**src/rtl/mem_stage_pkg.sv**
```systemverilog
// Shared types and constants for the memory-access stage.
package mem_stage_pkg;

  localparam int unsigned TIMEOUT_DEFAULT = 16;
  localparam int unsigned CNT_W           = 8;
  localparam int unsigned XLEN            = 32;
  localparam int unsigned REG_AW          = 5;

  typedef enum logic [1:0] {
    ST_IDLE = 2'd0,
    ST_WAIT = 2'd1,
    ST_DONE = 2'd2
  } mem_state_e;

  typedef struct packed {
    logic [XLEN-1:0]   alu_result;
    logic [XLEN-1:0]   read_data;
    logic [REG_AW-1:0] rd;
    logic              mem_to_reg;
    logic              reg_write;
  } mem_wb_t;

endpackage : mem_stage_pkg

```
**src/rtl/mem_wb_register.sv**
```systemverilog
// MEM/WB pipeline register; a bubble clears the whole entry so WB sees a no-op.
module mem_wb_register
  import mem_stage_pkg::*;
(
  input  logic    clock,
  input  logic    reset,
  input  logic    load,
  input  logic    bubble,
  input  mem_wb_t d,
  output mem_wb_t q
);

  // Reset and bubble take priority over a normal load.
  always_ff @(posedge clock) begin
    if (reset || bubble) begin
      q <= '0;
    end else if (load) begin
      q <= d;
    end
  end

endmodule : mem_wb_register

```
**src/rtl/mem_access_unit.sv**
```systemverilog
// MEM stage: issues data-memory accesses, stalls the front of the pipeline
// while waiting for the ack, and feeds the MEM/WB register.
module mem_access_unit
  import mem_stage_pkg::*;
#(
  parameter int unsigned TIMEOUT_CYCLES = TIMEOUT_DEFAULT
) (
  input  logic              clock,
  input  logic              reset,
  input  logic [XLEN-1:0]   alu_result_mem,
  input  logic [XLEN-1:0]   read_data2_mem,
  input  logic [REG_AW-1:0] rd_mem,
  input  logic              MemRead_mem,
  input  logic              MemtoReg_mem,
  input  logic              MemWrite_mem,
  input  logic              RegWrite_mem,
  output logic              dmem_req,
  output logic              dmem_we,
  output logic [XLEN-1:0]   dmem_addr,
  output logic [XLEN-1:0]   dmem_wdata,
  input  logic [XLEN-1:0]   dmem_rdata,
  input  logic              dmem_ack,
  output logic              stall_mem,
  output logic              mem_error,
  output logic [XLEN-1:0]   read_data_wb,
  output logic [XLEN-1:0]   alu_result_wb,
  output logic [REG_AW-1:0] rd_wb,
  output logic              MemtoReg_wb,
  output logic              RegWrite_wb
);

  // The counter value seen during the last permitted WAIT cycle.
  localparam logic [CNT_W-1:0] CNT_LAST = CNT_W'(TIMEOUT_CYCLES - 1);

  mem_state_e        state_q, state_d;
  logic [CNT_W-1:0]  cnt_q;
  logic [XLEN-1:0]   rdata_q;

  logic              any_op, illegal_op, misaligned, bad_op;
  logic              start_acc, ack_hit, time_out, err_d;
  logic              wb_load, wb_bubble, stall_c;
  mem_wb_t           wb_d, wb_q;

  assign any_op     = MemRead_mem | MemWrite_mem;
  assign illegal_op = MemRead_mem & MemWrite_mem;
  assign misaligned = |alu_result_mem[1:0];
  assign bad_op     = illegal_op | (any_op & misaligned);

  // State register.
  always_ff @(posedge clock) begin
    if (reset) begin
      state_q <= ST_IDLE;
    end else begin
      state_q <= state_d;
    end
  end

  // Next state, stall, and MEM/WB load/bubble decisions.
  always_comb begin
    state_d   = state_q;
    start_acc = 1'b0;
    ack_hit   = 1'b0;
    time_out  = 1'b0;
    err_d     = 1'b0;
    wb_load   = 1'b0;
    wb_bubble = 1'b0;
    stall_c   = 1'b0;
    wb_d      = '{alu_result: alu_result_mem,
                  read_data:  '0,
                  rd:         rd_mem,
                  mem_to_reg: MemtoReg_mem,
                  reg_write:  RegWrite_mem};
    case (state_q)
      ST_IDLE: begin
        if (bad_op) begin
          err_d     = 1'b1;
          wb_bubble = 1'b1;
        end else if (any_op) begin
          stall_c   = 1'b1;
          start_acc = 1'b1;
          wb_bubble = 1'b1;
          state_d   = ST_WAIT;
        end else begin
          wb_load = 1'b1;
        end
      end
      ST_WAIT: begin
        wb_bubble = 1'b1;
        if (dmem_ack) begin
          // An ack in the last permitted cycle still completes normally.
          ack_hit = 1'b1;
          stall_c = 1'b1;
          state_d = ST_DONE;
        end else if (cnt_q == CNT_LAST) begin
          // Abort: release the pipeline so the faulting access is dropped.
          time_out = 1'b1;
          err_d    = 1'b1;
          state_d  = ST_IDLE;
        end else begin
          stall_c = 1'b1;
        end
      end
      ST_DONE: begin
        wb_load        = 1'b1;
        wb_d.read_data = rdata_q;
        state_d        = ST_IDLE;
      end
      default: begin
        state_d = ST_IDLE;
      end
    endcase
  end

  assign stall_mem = stall_c & ~reset;

  // Memory-port registers, wait counter, captured load data and error pulse.
  always_ff @(posedge clock) begin
    if (reset) begin
      dmem_req   <= 1'b0;
      dmem_we    <= 1'b0;
      dmem_addr  <= '0;
      dmem_wdata <= '0;
      cnt_q      <= '0;
      rdata_q    <= '0;
      mem_error  <= 1'b0;
    end else begin
      mem_error <= err_d;
      if (start_acc) begin
        dmem_req   <= 1'b1;
        dmem_we    <= MemWrite_mem;
        dmem_addr  <= alu_result_mem;
        dmem_wdata <= read_data2_mem;
        cnt_q      <= '0;
      end else if (ack_hit) begin
        dmem_req <= 1'b0;
        dmem_we  <= 1'b0;
        rdata_q  <= dmem_we ? '0 : dmem_rdata;
      end else if (time_out) begin
        dmem_req <= 1'b0;
        dmem_we  <= 1'b0;
      end else if (state_q == ST_WAIT) begin
        cnt_q <= cnt_q + CNT_W'(1);
      end
    end
  end

  mem_wb_register u_mem_wb (
    .clock  (clock),
    .reset  (reset),
    .load   (wb_load),
    .bubble (wb_bubble),
    .d      (wb_d),
    .q      (wb_q)
  );

  assign read_data_wb  = wb_q.read_data;
  assign alu_result_wb = wb_q.alu_result;
  assign rd_wb         = wb_q.rd;
  assign MemtoReg_wb   = wb_q.mem_to_reg;
  assign RegWrite_wb   = wb_q.reg_write;

endmodule : mem_access_unit

```
**config.mk**
```make
export PLATFORM = sky130hd
export DESIGN_NAME = mem_access_unit
export DESIGN_NICKNAME = d
export VERILOG_FILES = /design/src/rtl/mem_stage_pkg.sv /design/src/rtl/mem_wb_register.sv /design/src/rtl/mem_access_unit.sv
export SDC_FILE = /design/constraint.sdc
export NUM_CORES = 1
export LEC_CHECK = 0
export BUFFER_PORTS_ARGS = -buffer_cell sky130_fd_sc_hd__clkbuf_2
export CORE_ASPECT_RATIO = 0.9
export CORE_UTILIZATION = 32
export CTS_CLUSTER_SIZE = 24
export DETAILED_ROUTE_END_ITERATION = 7
export GPL_TIMING_DRIVEN = 0
export PLACE_DENSITY = 0.56
export SLEW_MARGIN = 40
export SYNTH_ARGS = -nofsm -noshare
export SYNTH_HDL_FRONTEND = slang
export SYNTH_SLANG_ARGS = --single-unit
```
**constraint.sdc**
```tcl
create_clock -name clock -period 2.2 [get_ports clock]
set_clock_uncertainty 0.2 [all_clocks]
set_input_delay 0.11 -clock clock [delete_from_list [all_inputs] [get_ports clock]]
set_output_delay 0.11 -clock clock [all_outputs]
set_load 0.05 [all_outputs]
```
=== Word level (Yosys, flattened, before mapping) ===
Index checks and enable logic that the tools add are counted.

* Register bits after elaboration: 180
* Latch bits: 0
* Memory bits (writable): 0
* Memory bits (read-only): 0
* Input bits: 108
* Output and inout port bits: 139
* Word-level logic and storage cells: 66
* Memories: 0

* $add $sub $neg: 1
* Multiply operators: 0
* Divide/modulo/power cells: 0
* Order comparisons: 0
* Eq/ne operators: 6
* Shift operators: 0
* Muxes and demuxes: 29
* Bitwise logic cells: 9
* Reduce and logical (&&, ||, !) cells: 8

{| class="wikitable"
|+ Operators by type and width
! kind !! number
|-
| 2-to-1 mux 32 bit || 2
|-
| 2-to-1 mux 1 bit || 18
|-
| adder 8 x 1 -> 8 bit (second input constant) || 1
|-
| == test 8 x 4 -> 1 bit (second input constant) || 1
|-
| 2-to-1 mux 2 bit || 4
|-
| case mux 1 bit (2 select lines) || 4
|-
| AND reduction 3 bit || 2
|-
| inequality test 2 bit (second input constant) || 2
|-
| inverter 1 bit || 4
|-
| case mux 2 bit (2 select lines) || 1
|-
| OR reduction 2 bit || 2
|-
| bitwise AND 1 bit || 3
|-
| inequality test 3 bit (second input constant) || 1
|-
| nonzero test 3 bit || 1
|-
| == test 2 x 1 -> 1 bit (second input constant) || 1
|-
| == test 2 bit (second input constant) || 1
|-
| logical NOT 2 bit || 1
|-
| bitwise OR 1 bit || 2
|-
| AND reduction 2 bit || 1
|-
| logical OR 1 bit || 1
|}

=== Longest topological paths before layout ===
* Depth after elaboration: 7
* Gate-level depth with buffers: 7
* Depth with buffers taken out: 4

=== Modules after synthesis ===
Synthesis repeated with hierarchy kept, for this count alone.

* Cell total of the unflattened synthesis: 716
* Area total of the unflattened synthesis: 6891.6 µm²

{| class="wikitable"
|+ Modules (own cells, without submodules)
! module !! instances !! cells an instance !! area an instance (µm²) !! seq. area each (µm²)
|-
| mem_access_unit || 1 || 486 || 4310.4 || 2182.1
|-
| mem_wb_register || 1 || 230 || 2581.2 || 1421.4
|}

=== Worst setup path after synthesis ===
Ideal clock, no wire load.

* Path type: register to output
* Start point: register state_q[1]
* End point: output stall_mem
* Arrival time: 2.189 ns
* Data required time: 1.890 ns
* Setup slack: -0.299 ns
* Cell stages (with the launch flop): 6
* Buffers on the path: 2
* Cells stage by stage: dfxtp_1 -> buf_2 -> nor4_1 -> buf_2 -> nand2_1 -> a211oi_1

* Cells in the longest elaborated chain, start to end: 3
* Elaborated cells between the ends (all ways): 4
* Those cells by class: eq/ne (1); mux (1); bitwise (1); reduce/logical (1)

{| class="wikitable"
|+ Ends and longest elaborated chain
! what !! RTL line !! text
|-
| start: declaration || mem_access_unit.sv:35 || <nowiki>mem_state_e state_q, state_d;</nowiki>
|-
| start signal: assignment || mem_access_unit.sv:54 || <nowiki>state_q <= state_d;</nowiki>
|-
| == test 2 x 1 -> 1 bit / logical NOT 2 bit (equally long branches) || mem_access_unit.sv:73 || <nowiki>case (state_q)</nowiki>
|-
| case mux 1 bit (2 select lines) (*) || mem_access_unit.sv:73 ||
|-
| bitwise AND 1 bit (*) || mem_access_unit.sv:114 || <nowiki>assign stall_mem = stall_c & ~reset;</nowiki>
|-
| end: declaration || mem_access_unit.sv:23 || <nowiki>output logic stall_mem,</nowiki>
|}

Mark *: on every way between the ends. The rest lies on a longest branch, timed or not.

=== Final worst setup path ===
* Start point: register cnt_q[6]
* End point: output stall_mem

* Cells in the longest elaborated chain, start to end: 5

{| class="wikitable"
|+ Ends and longest elaborated chain
! what !! RTL line !! text
|-
| start: declaration || mem_access_unit.sv:36 || <nowiki>logic [CNT_W-1:0] cnt_q;</nowiki>
|-
| start signal: assignment || mem_access_unit.sv:142 || <nowiki>cnt_q <= cnt_q + CNT_W'(1);</nowiki>
|-
| == test 8 x 4 -> 1 bit || mem_access_unit.sv:94 || <nowiki>end else if (cnt_q == CNT_LAST) begin</nowiki>
|-
| 2-to-1 mux 1 bit || mem_access_unit.sv:94 ||
|-
| 2-to-1 mux 1 bit || mem_access_unit.sv:89 || <nowiki>if (dmem_ack) begin</nowiki>
|-
| case mux 1 bit (2 select lines) || mem_access_unit.sv:73 ||
|-
| bitwise AND 1 bit || mem_access_unit.sv:114 ||
|}

No other way between the ends.

==> reports/qor.yml <==
reg2reg_slack_ns: 0.14
viasPerCell: 4.873
io_pins: 247
synthFlopType: "dfxtp_1"
synth.most_common_cell: "dfxtp_1"
grt_usage_pct: 20.59
hold_violations: 0
hold_path_class: "primary input to flop"
multi_input_area_sq_um: 3018
antenna_found_initial: 0
p_per_area_nw_per_um2: 715.2
cts_tree: "yes"
die_area_sq_um: 22290
fmax_mhz: 463.6
max_slew_margin_pct: 49.67
syn_inst: 800
nets: 1280
r2r-start: "state_q[0]"
min-delay-start: "MemWrite_mem"
post-route-cell-area_sq_um: 10240
syn_area_per_cell_sq_um: 8.677
seqCellArea_sq_um: 3610
portBuffers: 244
grt_pass1_vias: 6930
fp.coreArea_sq_um: 21020
htreeDepth: 4
root_buffer: "clkbuf_16"
diodes: 0
synth.largest_area_cell: "dfxtp_1"
place_congestion: 0.7739
rsz0062_at_grt: "true"
dr_total_vias: 7163
fillers: 2122
ys.warnings.count: 0
cts-buffers-inserted: 17
maxCapViolations: 0
grt_max_degree: 19
p_leak_nw: 3.973
worstPathArrival_ns: 1.85
ys_ff_latch: 180
drv_slew: 0
clock_sinks: 180
clockBufferDepth: 2
yosysSeqAreaShare_pct: 51.91
status: "finished clean"
async_flop_share_pct: 0
r2r_cells: 5
synth.top_cells.by_count: "180 x dfxtp_1, 143 x a21oi_1, 106 x o21ai_0, 104 x nand3_1, 55 x clkbuf_1"
post-route-drc-count: 0
drive_above_1_share_pct: 26.52
wl_per_cell_um: 15.40
vdd.ir_drop.worst_v: 0.0005133
first_pass_iters: 5
final.period_utilization_pct: 98.06
crit_path_end_kind: "output pin"
timing.setup.tns_ns: 0
syn-cell-area_sq_um: 6942
rows: 50
hpwl_mm: 15.58
grt_pass1_wl_mm: 36.19
dieWidth_um: 157.3
synth_edf_count: 0
worstMarginPinSlew_ns: 0.7495
synthTopCellsByArea: "dfxtp_1 52%, a21oi_1 10%, o21ai_0 7.6%"
areaGrowthSynthToFinish_pct: 47.46
clk_pin_slew_worst_paths_ns: 0.07
worstPathRequired_ns: 1.89
yosysUniqueCellTypes: 41
initial_utilization_pct: 33.02
synth_nets: 909
clk_latency_ns: 0.43
start_kind: "flop"
drtIter0Drc: 414
critPathKind: "flop to output pin"
wl_mm: 22.63
min_to: "dmem_we"
setup_viol: 0
fin_crit_ns: 2.157
grt-ovfl-total: 0
place_area_sq_um: 8526
die_h_um: 141.7
ant_nets: 0
hold_depth: 3
r2r_end: "u_mem_wb.q[60]"
crit_fanout: 5
synth_top_area_share_pct: 51.91
-- final cells by class --
cell class	count	area share (%)
Multi-Input combinational cell	537	29.48
Sequential cell	180	35.26
Timing Repair Buffer	353	22.63
Clock inverter	15	1.345
Clock buffer	17	4.156
Buffer	81	3.594
Inverter	1	0.03667
Tap cell	286	3.496
-- layer usage --
| metal | up-vias | track usage (%) | share of wire [%] |
|---|---|---|---|
| met5 | - | 0 | 0 |
| met4 | 0 | 4.650 | 0.80 |
| met3 | 11 | 4.520 | 5.2 |
| met2 | 199 | 33.42 | 47 |
| met1 | 3362 | 27.77 | 47 |
| li1 | 3591 | - | - |
-- worst max-delay path by stage --
stage,from,end,slack (ns),cells after the start
2_1_floorplan,state_q[1],stall_mem,0.14,5
3_3_place_gp,state_q[1],stall_mem,-0.06,6
3_5_place_dp,state_q[1],stall_mem,-0.05,6
4_1_cts,state_q[1],stall_mem,0.0007,6
5_1_grt,cnt_q[6],stall_mem,-0.03,4
6_report,cnt_q[6],stall_mem,0.04,4
-- what timing repair did --
action | CTS | global route
hold buffers | 107 | 0
pin swaps | 3 | 1
cloned | 0 | 0
gates resized for setup | 13 | 5
endpoints found under the setup margin | 1 | 1
hold endpoints to repair | 137 | 0
buffers inserted | 2 | 0
-- sequential cells by signal (all words and copies together), names as in the netlist --
name and count:
u_mem_wb.q 71, dmem_addr 32, dmem_wdata 32, rdata_q 32, cnt_q 8, state_q 2
dmem_req 1, dmem_we 1, mem_error 1
-- stage by stage --
step | utilization (%) | setup WS [ns] | std cells | power, mW | hold slack [ns]
after floorplan | - | 0.1434 | 800 | 3.971 | 0.05770
after global placement | 40.56 | -0.06007 | 1330 | 4.281 | 0.1481
after CTS | 48.65 | 0.0007194 | 1470 | 7.408 | 0.009686
after global routing | 48.70 | -0.02758 | 1470 | 7.660 | 0.04064
after detailed placement | 40.56 | -0.05077 | 1330 | 4.282 | 0.1517
final | 48.70 | 0.04279 | 1470 | 7.321 | 0.03988
-- cells in the final DEF, fill, tap and decap left out, types with 2 or more instances in the layout --
cell	instances
a21oi_1	143
buf_1	4
inv_6	3
dlygate4sd3_1	107
o21ai_1	5
dfxtp_1	175
clkinv_4	4
clkbuf_2	243
a211oi_1	3
buf_4	4
nand2_1	34
nand3b_1	33
clkbuf_16	17
nand4_1	2
nand3_1	103
nor2_1	36
clkbuf_1	55
and2_1	2
or4_1	4
mux2i_1	35
inv_8	5
dfxtp_2	5
buf_2	15
o21bai_1	2
nor2b_1	4
clkinvlp_4	2
buf_6	3
or3_1	2
o21ai_0	106
-- where the power goes --
| group | internal, mW | total (mW) | switching [mW] |
|---|---|---|---|
| logic | 0.368 | 1.00 | 0.635 |
| registers | 3.33 | 3.36 | 0.0377 |
| clock network | 1.50 | 2.95 | 1.45 |
-- logic make-up (layout without fill, tap and decap cells) --
group	Yosys count	after routing	synth area share (%)
buffers and inverters	83	467	5.263
adders and majority gates	1	1	0.1802
AOI/OAI and AO/OA	267	267	19.84
and+or+nand+nor	232	232	17.50
muxes	35	35	5.047
DFF	180	180	51.91
xor gates and xnor gates	2	2	0.2524
-- worst max-delay path, cell delays in order (launching register included) --
cell and delay [ns]:
dfxtp_2 0.34, or4_4 0.56, o31ai_4 0.21, a211oi_2 0.11, clkbuf_8 0.21
Note: power is estimated with default switching activity, not from simulation.
